`src/rtl/ch376_pkg.sv`:
```
// Shared constants and encodings for the CH376 parallel-bus controller.
package ch376_pkg;

  localparam logic [7:0] CMD_GET_STATUS = 8'h22;

  typedef enum logic [2:0] {
    ST_IDLE,
    ST_SETUP,
    ST_STROBE,
    ST_HOLD,
    ST_RECOVER
  } state_t;

  typedef enum logic [1:0] {
    OWN_CPU,
    OWN_POLL_CMD,
    OWN_POLL_RD
  } owner_t;

  function automatic int max3(input int a, input int b, input int c);
    int m;
    m = (a > b) ? a : b;
    return (m > c) ? m : c;
  endfunction

endpackage

```
`src/rtl/ch376_int_sync.sv`:
```
// Two-flop synchronizer for CH376 INT# plus a one-cycle falling-edge pulse.
module ch376_int_sync (
  input  logic clk,
  input  logic reset_n,
  input  logic i_int_n,
  output logic o_fall
);

  logic r_s1, r_s2, r_s3;

  always_ff @(posedge clk or negedge reset_n) begin
    if (!reset_n) begin
      r_s1 <= 1'b1;
      r_s2 <= 1'b1;
      r_s3 <= 1'b1;
    end else begin
      r_s1 <= i_int_n;
      r_s2 <= r_s1;
      r_s3 <= r_s2;
    end
  end

  assign o_fall = r_s3 & ~r_s2;

endmodule

```
`src/rtl/ch376_bus_ctrl.sv`:
```
// CH376 bus sequencer: arbitrates CPU accesses against an INT#-driven GET_STATUS poll.
module ch376_bus_ctrl
  import ch376_pkg::*;
#(
  parameter int SETUP_CYC   = 1,
  parameter int STROBE_CYC  = 3,
  parameter int RECOVER_CYC = 2
) (
  input  logic       clk,
  input  logic       reset_n,
  input  logic       cpu_req,
  input  logic       cpu_wr,
  input  logic       cpu_a0,
  input  logic [7:0] cpu_wdata,
  output logic       cpu_ack,
  output logic [7:0] cpu_rdata,
  output logic [7:0] status,
  output logic       status_valid,
  input  logic       status_clr,
  input  logic       ch_int_n,
  output logic       ch_cs_n,
  output logic       ch_rd_n,
  output logic       ch_wr_n,
  output logic       ch_a0,
  output logic [7:0] ch_dout,
  output logic       ch_oe,
  input  logic [7:0] ch_din
);

  localparam int CNT_MAX = max3(SETUP_CYC, STROBE_CYC, RECOVER_CYC);
  localparam int CW      = (CNT_MAX > 1) ? $clog2(CNT_MAX) : 1;

  state_t        r_state, w_state_nxt;
  owner_t        r_own, w_own_nxt;
  logic [CW-1:0] r_cnt, w_cnt_nxt;
  logic          r_wr, w_wr_nxt, r_a0, w_a0_nxt;
  logic [7:0]    r_dout, w_dout_nxt;
  logic          w_grant_cpu, w_grant_poll, w_poll_done, w_sample, w_on_bus, w_fall;
  logic          r_cs_n, r_rd_n, r_wr_n, r_oe, r_ack;
  logic [7:0]    r_cpu_rdata, r_rdbuf, r_status;
  logic          r_status_valid, r_int_pend, r_int_prio;

  ch376_int_sync u_int_sync (
    .clk     (clk),
    .reset_n (reset_n),
    .i_int_n (ch_int_n),
    .o_fall  (w_fall)
  );

  always_ff @(posedge clk or negedge reset_n) begin
    if (!reset_n) begin
      r_state <= ST_IDLE;
      r_own   <= OWN_CPU;
      r_cnt   <= '0;
    end else begin
      r_state <= w_state_nxt;
      r_own   <= w_own_nxt;
      r_cnt   <= w_cnt_nxt;
    end
  end

  always_comb begin
    w_state_nxt  = r_state;
    w_own_nxt    = r_own;
    w_cnt_nxt    = r_cnt;
    w_wr_nxt     = r_wr;
    w_a0_nxt     = r_a0;
    w_dout_nxt   = r_dout;
    w_grant_cpu  = 1'b0;
    w_grant_poll = 1'b0;
    w_poll_done  = 1'b0;
    case (r_state)
      ST_IDLE: begin
        // The interrupt jumps the queue once it has already waited through a CPU grant.
        if (r_int_pend && (r_int_prio || !cpu_req)) begin
          w_grant_poll = 1'b1;
          w_state_nxt  = ST_SETUP;
          w_own_nxt    = OWN_POLL_CMD;
          w_cnt_nxt    = CW'(SETUP_CYC - 1);
          w_wr_nxt     = 1'b1;
          w_a0_nxt     = 1'b1;
          w_dout_nxt   = CMD_GET_STATUS;
        end else if (cpu_req) begin
          w_grant_cpu  = 1'b1;
          w_state_nxt  = ST_SETUP;
          w_own_nxt    = OWN_CPU;
          w_cnt_nxt    = CW'(SETUP_CYC - 1);
          w_wr_nxt     = cpu_wr;
          w_a0_nxt     = cpu_a0;
          w_dout_nxt   = cpu_wdata;
        end
      end
      ST_SETUP: begin
        if (r_cnt == '0) begin
          w_state_nxt = ST_STROBE;
          w_cnt_nxt   = CW'(STROBE_CYC - 1);
        end else begin
          w_cnt_nxt = r_cnt - 1'b1;
        end
      end
      ST_STROBE: begin
        if (r_cnt == '0) w_state_nxt = ST_HOLD;
        else             w_cnt_nxt   = r_cnt - 1'b1;
      end
      ST_HOLD: begin
        w_state_nxt = ST_RECOVER;
        w_cnt_nxt   = CW'(RECOVER_CYC - 1);
      end
      ST_RECOVER: begin
        if (r_cnt != '0) begin
          w_cnt_nxt = r_cnt - 1'b1;
        end else if (r_own == OWN_POLL_CMD) begin
          // Chain straight into the status read so the CPU cannot slip in between.
          w_state_nxt = ST_SETUP;
          w_own_nxt   = OWN_POLL_RD;
          w_cnt_nxt   = CW'(SETUP_CYC - 1);
          w_wr_nxt    = 1'b0;
          w_a0_nxt    = 1'b0;
        end else begin
          w_state_nxt = ST_IDLE;
          w_poll_done = (r_own == OWN_POLL_RD);
        end
      end
      default: w_state_nxt = ST_IDLE;
    endcase
  end

  assign w_on_bus = (w_state_nxt == ST_SETUP) || (w_state_nxt == ST_STROBE) ||
                    (w_state_nxt == ST_HOLD);
  assign w_sample = (r_state == ST_STROBE) && (r_cnt == '0) && !r_wr;

  always_ff @(posedge clk or negedge reset_n) begin
    if (!reset_n) begin
      r_wr           <= 1'b0;
      r_a0           <= 1'b0;
      r_dout         <= 8'h00;
      r_cs_n         <= 1'b1;
      r_rd_n         <= 1'b1;
      r_wr_n         <= 1'b1;
      r_oe           <= 1'b0;
      r_ack          <= 1'b0;
      r_cpu_rdata    <= 8'h00;
      r_rdbuf        <= 8'h00;
      r_status       <= 8'h00;
      r_status_valid <= 1'b0;
      r_int_pend     <= 1'b0;
      r_int_prio     <= 1'b0;
    end else begin
      r_wr   <= w_wr_nxt;
      r_a0   <= w_a0_nxt;
      r_dout <= w_dout_nxt;
      r_cs_n <= ~w_on_bus;
      r_wr_n <= ~((w_state_nxt == ST_STROBE) && w_wr_nxt);
      r_rd_n <= ~((w_state_nxt == ST_STROBE) && !w_wr_nxt);
      r_oe   <= w_on_bus && w_wr_nxt;
      r_ack  <= (w_state_nxt == ST_HOLD) && (w_own_nxt == OWN_CPU);
      if (w_sample) begin
        if (r_own == OWN_CPU) r_cpu_rdata <= ch_din;
        else                  r_rdbuf     <= ch_din;
      end
      r_int_pend <= w_fall | (r_int_pend & ~w_grant_poll);
      if (w_grant_poll)     r_int_prio <= 1'b0;
      else if (w_grant_cpu) r_int_prio <= r_int_pend;
      if (w_poll_done) r_status <= r_rdbuf;
      if (w_poll_done)     r_status_valid <= 1'b1;
      else if (status_clr) r_status_valid <= 1'b0;
    end
  end

  assign ch_cs_n      = r_cs_n;
  assign ch_rd_n      = r_rd_n;
  assign ch_wr_n      = r_wr_n;
  assign ch_oe        = r_oe;
  assign ch_a0        = r_a0;
  assign ch_dout      = r_dout;
  assign cpu_ack      = r_ack;
  assign cpu_rdata    = r_cpu_rdata;
  assign status       = r_status;
  assign status_valid = r_status_valid;

endmodule

```
`config.mk`:
```
export PLATFORM = sky130hd
export DESIGN_NAME = ch376_bus_ctrl
export DESIGN_NICKNAME = d
export VERILOG_FILES = /design/src/rtl/ch376_pkg.sv /design/src/rtl/ch376_int_sync.sv /design/src/rtl/ch376_bus_ctrl.sv
export SDC_FILE = /design/constraint.sdc
export NUM_CORES = 1
export LEC_CHECK = 0
export ABC_AREA = 1
export CORE_MARGIN = 2
export CORE_UTILIZATION = 53
export CTS_CLUSTER_SIZE = 12
export DETAILED_ROUTE_END_ITERATION = 10
export PLACE_DENSITY = 0.84
export SYNTH_ARGS = -nofsm -noshare
export SYNTH_HDL_FRONTEND = slang
export SYNTH_SLANG_ARGS = --single-unit
```
`constraint.sdc`:
```
create_clock -name clk -period 2.5 [get_ports clk]
set_input_delay 0.5 -clock clk [delete_from_list [all_inputs] [get_ports clk]]
set_output_delay 0.5 -clock clk [all_outputs]
set_load 0.005 [all_outputs]
```
# --- Word-level counts from Yosys, hierarchy flattened ---
# Cells that the tools add are included.
# Widths: inputs -> output; s select.
classes:
  add_sub_neg: 1
  n_mul: 0
  div_mod_pow: 0
  order_cmp: 0
  n_eq_ne: 14
  shifts: 0
  n_mux: 43
  n_bitwise: 9
  reduce_logical: 28
op_table:
  columns: ["op", "count"]
  rows:
  - ["$mux 1", 21]
  - ["$mux 2", 10]
  - ["$mux 8", 2]
  - ["$mux 3", 5]
  - ["$pmux 3 s5", 1]
  - ["$eq 3x2->1 const B", 4]
  - ["$pmux 2 s5", 1]
  - ["$reduce_bool 2->1", 5]
  - ["$reduce_and 4->1", 2]
  - ["$logic_and 1x1->1", 7]
  - ["$eq 3x1->1 const B", 2]
  - ["$logic_not 2->1", 3]
  - ["$ne 2x2->1 const B", 3]
  - ["$ne 3x3->1 const B", 2]
  - ["$not 1->1", 6]
  - ["$reduce_and 2->1", 3]
  - ["$reduce_bool 5->1", 1]
  - ["$pmux 1 s2", 2]
  - ["$pmux 2 s2", 1]
  - ["$eq 3x3->1 const B", 1]
  - ["$logic_not 1->1", 3]
  - ["$logic_not 3->1", 1]
  - ["$logic_or 1x1->1", 3]
  - ["$and 1x1->1", 2]
  - ["4 further kinds", 4]
totals:
  regBits: 52
  latch_bits: 0
  ram_bits: 0
  romBits: 0
  in_bits: 23
  output_inout_bits: 31
  word_cells: 115
  memories: 0

# --- Logic depth before layout (Yosys ltp) ---
# Gate-level depths: netlist of the first run.
logic_depth:
  depth_word: 9
  depth_mapped: 9
  mapped_depth_nobuf: 9

# --- Cells and area by module ---
# A second synthesis of the first run with hierarchy kept.
hier_totals:
  cells_unflattened: 246
  area_unflattened_um2: 2369.8
by_module_without_submodules:
  columns: ["mod", "instances", "cells_per_inst", "area_each_um2", "seq_area_each_um2"]
  rows:
  - ["ch376_bus_ctrl", 1, 241, 2280.9, 1229.9]
  - ["ch376_int_sync", 1, 5, 88.8, 78.8]

# --- Least setup slack after synthesis of the first run ---
# No wires, ideal clock.
synth_timing:
  path_kind: "flip-flop to flip-flop"
  start: "reg r_cnt[0]"
  end: "reg r_rdbuf[5]"
  setup_time_ns: 0.118
  arrival_ns: 1.259
  t_required_ns: 2.382
  setup_slack_ns: 1.123
  path_stages_with_launch: 9
  n_path_buf: 1
  period_less_slack_ns: 1.377
  cell_sequence: "dfrtp_1 inv_1 ha_1 nand3_4 inv_4 nand3b_4 buf_6 nand2_2 o21ai_2"
synth_via:
  elab_chain_cells: 4
synth_rtl:
  columns: ["item", "line", "source"]
  rows:
  - ["start, declared", "ch376_bus_ctrl.sv:35", "logic [CW-1:0] r_cnt, w_cnt_nxt;"]
  - ["start signal, assigned", "ch376_bus_ctrl.sv:58", "r_cnt <= w_cnt_nxt;"]
  - ["$logic_not 2->1", "ch376_bus_ctrl.sv:130", "assign w_sample = (r_state == ST_STROBE) && (r_cnt == '0) && !r_wr;"]
  - ["$logic_and 1x1->1 (2 in series)", "ch376_bus_ctrl.sv:130", null]
  - ["$reduce_and 2->1 (no line)", null, null]
  - ["end signal, assigned", "ch376_bus_ctrl.sv:159", "else r_rdbuf <= ch_din;"]
  - ["end, declared", "ch376_bus_ctrl.sv:40", "logic [7:0] r_cpu_rdata, r_rdbuf, r_status;"]
# No other way between the ends.
# A chain may end at the register's enable or synchronous reset.

# --- Final worst setup path of the first run ---
layout_timing:
  start: "reg r_cs_n, in the netlist ch_cs_n"
  end: "out ch_cs_n"
layout_rtl:
  columns: ["item", "line", "source"]
  rows:
  - ["start, declared", "ch376_bus_ctrl.sv:39", "logic r_cs_n, r_rd_n, r_wr_n, r_oe, r_ack;"]
  - ["start signal, assigned", "ch376_bus_ctrl.sv:152", "r_cs_n <= ~w_on_bus;"]
  - ["end, declared", "ch376_bus_ctrl.sv:21", "output logic ch_cs_n,"]
# No word-level cell between the ends.

==> implementation parameters, run 1 <==
Parameter                              Value

Finish
  Area used by multi-input combinational logic ... 873 sq um
  Post-layout net count ... 329
  Layout Area Growth over Synthesis ... 28.0%
  Diodes inserted ... 0
  Final instance count without filler cells ... 355
  Reg area ... 0.00131 sq mm
  Post-Route Utilization ... a little over two thirds
  Share of post-route cells with drive strength above 1 ... 20.8%
  Number of fill cells ... 338

CTS
  Total number of clock tree sinks ... 52
  Max Buffers Root-to-Sink ... 2
  Clock latency at the later pin of the worst-skew pair ... slightly above 0.3 ns
  Post-cts repair resize count ... 0
  Cell at the root of the clock tree ... sky130_fd_sc_hd__clkbuf_8
  Number of CTS-inserted buffers ... 5
  Hold bufs inserted after CTS ... 0
  Postcts setup bufs ... 0
  Clock H-tree levels ... 2
  Clock tree from TritonCTS ... yes
  Clock-pin slew on the worst setup and hold paths ... 0.10 ns

Routing
  Number of optimization iterations in the first detailed-route pass ... 4
  Routed Wire Length ... ~4600 um
  Via/cell ratio ... 4.92
  DRC ... 0
  Initial drt markers ... 115
  Via total after detailed routing ... ~1700
  Routed wire per std cell ... approximately 13 um
  Remaining number of nets flagged by the antenna check after routing ... 0

Run
  Maximum capacitance violations ... 0

Power
  Leakage power summed over all cells ... 1.50 nW
  Maximum vdd ir drop ... 0.588 mV
  Power density of the placed cells ... between 1000 and 1500 mW/mm^2

Synthesis
  Count of yosys warnings during synthesis ... 0
  Flop and latch count out of synthesis ... 52
  Synthesized area divided by synthesized cell count ... 9.68 sq um
  Sequential share of the synthesized area ... 55.4%
  Cell variety after synth ... 25
  Post-Syn Instances ... 244
  Post-Synthesis Cell Area ... 0.00236 sq mm
  Total nets after synthesis ... approximately 270

Placed design
  Hpwl dp ... ~3400 um
  Gpl congestion ... slightly below 0.9
  Placed cells ... ~350
  Port Buffer Count ... 53
  Post-Place Worst Slack ... 0.522 ns

Setup path
  Arrival time at the worst endpoint ... roughly 1.3 ns
  Dominant delay contributor by cell family on the critical path ... flip-flops
  Internal reg-to-reg setup slack ... 0.89 ns
  Cell-by-cell listing of the critical path ... clkdlybuf4s50_1
  Startpoint of the worst register-to-register path ... r_state[0]
  Critical Path Sink Type ... output port
  Critical Path RT ... 2.00 ns
  Worst r2r dst ... r_int_prio
  Critical Path Source Type ... flop
  CP peak stage delay ... 0.53 ns
  Critical path class ... reg2out
  Cell with the largest stage delay on the worst path ... sky130_fd_sc_hd__dfstp_2
  Path depth of the worst reg2reg path ... 6
  Buf+Inv Stages, Crit Path ... 1
  Maximum fanout encountered on the critical timing path ... 1

GRT
  Grt peak-use layer ... met2
  Global router's overall resource usage ... between 20% and 30%
  Maximum number of pins on one net before global-route repair ... 29
  Vias in the first global route ... 1717
  Total overflow reported by the global router ... 0
  Antenna violations before repair ... 0
  Met3 Usage GRT ... roughly 4.6%
  Met1 track demand over resource ... 28.2%
  Wire length of the first global-routing pass ... 8030 um
  GR Layer Usage met2 ... 32.3%

Timing
  Final Hold Slack ... 0.192 ns
  Least setup slack across all paths after layout ... 0.673 ns
  Count of final max-slew check failures ... 0
  Number of hold violations in the final report ... 0
  Max Freq ... 547 MHz
  Worst slew margin relative to its limit ... 59.8%
  Fin Clk Skew ... 0.0119 ns
  Unrepaired setup endpoints after global routing ... no
  Setup-violating endpoint count in the final report ... 0
  Part of the cycle the worst path needs ... roughly three quarters
  Slew @ Worst Pin ... 0.603 ns
  Total negative slack for setup checks ... 0 ns
  Minimum period implied by the final worst setup slack ... between 1.5 and 2 ns

Floorplan
  Die width ... between 70 and 80 um
  Number of core rows ... 24
  Die height ... 70.7 um
  Initial cell density of the core ... between 50% and 60%
  Ports ... between 50 and 60
  Core outline area ... 0.00432 sq mm
  Area of the die ... 0.00500 sq mm

Min path
  Worst min-delay path class ... in2async

Outcome
  Outcome ... finished clean
-- registers in the layout, summed over array words and instances, names as in the netlist, 2 cells and up --
| name | flops |
|---|---|
| cpu_rdata | 8 |
| r_own | 2 |
| r_cnt | 2 |
| r_state | 3 |
| r_rdbuf | 8 |
| ch_dout | 8 |
| status | 8 |
-- placed cells by master, fill, tap and decap left out, types with 5 or more instances in the layout --
master                            netlist  routed
sky130_fd_sc_hd__inv_2                  5       5
sky130_fd_sc_hd__nand3_1               14      14
sky130_fd_sc_hd__nand2_2                6       6
sky130_fd_sc_hd__o21ai_2               24      24
sky130_fd_sc_hd__dfrtp_1               46      46
sky130_fd_sc_hd__inv_1                 31      31
sky130_fd_sc_hd__nor2_1                10      10
sky130_fd_sc_hd__dfstp_2                6       6
sky130_fd_sc_hd__nand2_1               65      65
sky130_fd_sc_hd__o21ai_0               12      12
sky130_fd_sc_hd__clkdlybuf4s50_1        0      52
sky130_fd_sc_hd__clkbuf_8               0       6
-- power by group --
part           internal, mW  total, mW  switching [mW]  leakage [nW]
clock                 0.221      0.493           0.272        0.0510
combinational         0.750       1.60           0.854         0.816
sequential             1.20       1.42           0.222         0.635
total                  2.17       3.52            1.35          1.50
-- metrics by stage --
step | instance area (sq um) | total power [mW]
2_1_floorplan | 2360 | 2.41
3_3_place_gp | 2930 | 2.99
3_5_place_dp | 2930 | 3.05
4_1_cts | 3020 | 3.54
5_1_grt | 3020 | 3.83
6_report | 3020 | 3.52
-- routing by layer --
layer / share of wire [%] / vias up
li1: - / 882
met1: 45 / 811
met2: 47 / 45
met3: 5.8 / 7
met4: 1.4 / 0
met5: 0 / -
-- synth_stat cells (all sizes together) --
library cell / n / share of area (%)
dfstp: 6 / 6.7
nand4: 3 / 1.4
nand2: 71 / 12
nor3: 1 / 0.42
nor2b: 1 / 0.27
nor2: 14 / 3.1
nand3b: 1 / 0.85
inv: 37 / 6.0
o21ai: 38 / 12
ha: 4 / 2.1
a21oi: 2 / 0.58
dfrtp: 46 / 49
nand3: 16 / 4.5
buf: 4 / 1.6
-- kinds of logic (layout without fill, tap and decap cells) --
kind of cell             after synthesis  after routing  synth area share (%)
adder cells (fa/ha/maj)                4              4                  2.12
AO/OA/AOI/OAI                         40             40                  12.5
flip-flops                            52             52                  55.4
AND/OR/NAND/NOR                      107            107                  22.4
buffers and inverters                 41            100                  7.58
-- layout make-up --
type                    instances  area share [%]
flip-flops and latches         52            43.3
multi-input cells             151            28.9
repair buffers                 55            17.9
inverters                      37            4.68
clock buffers                   6            2.73
well taps                      52            2.15
clock inverters                 2           0.331
-- how the worst max path moves through the flow --
stage	end	from	cells after the start	slack [ns]
floorplan	r_rdbuf[5]	r_cnt[0]	8	1.12
global placement	r_int_prio	cpu_req	6	0.58
detailed placement	r_int_prio	cpu_req	6	0.52
CTS	ch_cs_n	ch_cs_n	1	0.67
global route	ch_cs_n	ch_cs_n	1	0.64
finish	ch_cs_n	ch_cs_n	1	0.67
No activity file was read; power rests on OpenSTA's default activity.
==> run 2: changes to the inputs <==
CORE_UTILIZATION = 50   (was 53)
PLACE_DENSITY = 0.8   (was 0.84)
clock period = 1.7 ns   (was 2.5 ns; I/O delays follow)
==> run 2 against run 1 <==
Cell count is 1.1% higher. Via count up 2.1%. Register-to-register slack lost 0.73 ns. Global-route usage down 2.6 points. First-iteration DRC count fell by 18%. Count of clock-buffer cells in the layout unchanged.
==> implementation parameters, run 2 (same netlist as run 1, synthesis figures left out) <==
Parameter                              Value

Routing
  DRC ... 0
  Routed Wire Length ... roughly 4400 um
  Via/cell ratio ... 4.96
  Remaining number of nets flagged by the antenna check after routing ... 0
  Via total after detailed routing ... 1782
  Number of optimization iterations in the first detailed-route pass ... 4
  Routed wire per std cell ... 12.3 um
  Initial drt markers ... 94

Finish
  Share of post-route cells with drive strength above 1 ... 21.5%
  Diodes inserted ... 0
  Number of fill cells ... 363
  Layout Area Growth over Synthesis ... 30.9%
  Most frequent standard cell in the layout excluding fill and tap cells ... sky130_fd_sc_hd__nand2_1
  Most frequent cells in the layout ... sky130_fd_sc_hd__nand2_1 (65), sky130_fd_sc_hd__clkdlybuf4s50_1 (52), sky130_fd_sc_hd__dfrtp_1 (46)
  Post-layout net count ... 333

Timing
  Slew @ Worst Pin ... 0.333 ns
  Count of final max-slew check failures ... 0
  Unrepaired setup endpoints after global routing ... no
  Minimum period implied by the final worst setup slack ... 1.65 ns
  Setup-violating endpoint count in the final report ... 0
  Part of the cycle the worst path needs ... 97.0%
  Worst slew margin relative to its limit ... about 78%
  Max Freq ... 607 MHz
  Number of hold violations in the final report ... 0
  Fin Clk Skew ... 0.00898 ns
  Total negative slack for setup checks ... 0 ns

Floorplan
  Number of core rows ... 24
  Ports ... 54
  Initial cell density of the core ... 53.1%
  Area of the die ... 0.00529 sq mm
  Core outline area ... 0.00444 sq mm
  Die height ... between 70 and 80 um
  Die width ... 72.7 um

Setup path
  Critical Path Source Type ... flop
  Maximum fanout encountered on the critical timing path ... 1
  CP peak stage delay ... 0.53 ns
  Cell with the largest stage delay on the worst path ... sky130_fd_sc_hd__dfstp_2
  CP endpoint ... ch_rd_n
  Critical path class ... reg2out
  Launch point of the worst path ... ch_rd_n
  Critical Path Sink Type ... output port
  Path depth of the worst reg2reg path ... 7
  Buf+Inv Stages, Crit Path ... 1
  Worst r2r dst ... cpu_rdata[1]
  Critical Path Stages ... 1
  Startpoint of the worst register-to-register path ... r_cnt[0]
  Critical Path RT ... roughly 1.4 ns
  Cell-by-cell listing of the critical path ... clkdlybuf4s50_1
  Dominant delay contributor by cell family on the critical path ... flip-flops
  Internal reg-to-reg setup slack ... 0.16 ns
  Arrival time at the worst endpoint ... 1.31 ns

Power
  Maximum vdd ir drop ... about 0.87 mV
  Total power of the final layout ... 5.36 mW
  Power density of the placed cells ... 1730 mW/mm^2
  Leakage power summed over all cells ... 1.53 nW

Placed design
  Hpwl dp ... 3290 um
  Port Buffer Count ... 53
  Gpl congestion ... approximately 0.86

CTS
  Clock-pin slew on the worst setup and hold paths ... roughly 0.09 ns
  Clock H-tree levels ... 2
  Postcts setup bufs ... 0
  Max Buffers Root-to-Sink ... 2
  Cell at the root of the clock tree ... sky130_fd_sc_hd__clkbuf_8
  Total number of clock tree sinks ... 52
  Clock tree from TritonCTS ... yes
  Number of CTS-inserted buffers ... 5
  Clock latency at the later pin of the worst-skew pair ... 0.30 ns

GRT
  Total overflow reported by the global router ... 0
  Met1 track demand over resource ... 22.3%
  Vias in the first global route ... 1698
  Global router's overall resource usage ... 17.8%
  Antenna violations before repair ... 0
  GR Layer Usage met2 ... 30.2%
  Grt peak-use layer ... met2
  Wire length of the first global-routing pass ... 7380 um
  Maximum number of pins on one net before global-route repair ... 28
  Met3 Usage GRT ... between 4 and 5%

Run
  Maximum capacitance violations ... 0

Min path
  Worst min-delay path class ... reg2reg

Outcome
  Outcome ... finished clean
run 2: worst min-delay path by stage:
stage / start / slack [ns] / endpoint / depth (start not counted)
floorplan: reset_n / 0.04 / ch_a0 / 0
global placement: reset_n / 0.26 / status[4] / 1
detailed placement: reset_n / 0.26 / status[4] / 1
CTS: u_int_sync.r_s1 / 0.36 / u_int_sync.r_s2 / 0
global route: u_int_sync.r_s1 / 0.36 / u_int_sync.r_s2 / 0
finish: u_int_sync.r_s1 / 0.36 / u_int_sync.r_s2 / 0
run 2: per-layer routing:
layer / vias to the layer above / share of wire (%)
li1: 892 / -
met1: 834 / 43
met3: 2 / 6.9
met5: - / 0
met2: 54 / 50
met4: 0 / 0.18
run 2: area by class of cell:
cell class | instances | area, sq um | share of cell area, %
well taps | 52 | 65.1 | 2.10
inverters | 37 | 141 | 4.57
clock inverters | 2 | 38.8 | 1.25
multi-input cells | 152 | 887 | 28.7
flip-flops and latches | 52 | 1310 | 42.3
repair buffers | 58 | 578 | 18.7
clock buffers | 6 | 72.6 | 2.35
run 2: report_power, final:
part / internal, mW / total, mW / switching, mW
Sequential: 1.76 / 2.09 / 0.321
Clock: 0.445 / 0.836 / 0.391
Combinational: 1.15 / 2.44 / 1.28
Total: 3.36 / 5.36 / 1.99
run 2: through the flow:
step / instance area (sq um) / worst slack [ns] / hold WS, ns / instances / utilization [%]
after CTS: 3080 / 0.0340 / 0.361 / 358 / 69.3
after detailed placement: 2960 / 0.0443 / 0.262 / 349 / 66.5
after global routing: 3090 / 0.00508 / 0.363 / 359 / 69.6
final: 3090 / 0.0518 / 0.360 / 359 / 69.6
after floorplan: 2360 / 0.323 / 0.0444 / 244 / -
after global placement: 2960 / 0.0883 / 0.259 / 349 / 66.5
run 2: timing repair:
action	in CTS	in global routing
gates resized for setup	0	1
hold buffers	1	0
setup endpoints to repair	0	9
endpoints found under the hold margin	12	0
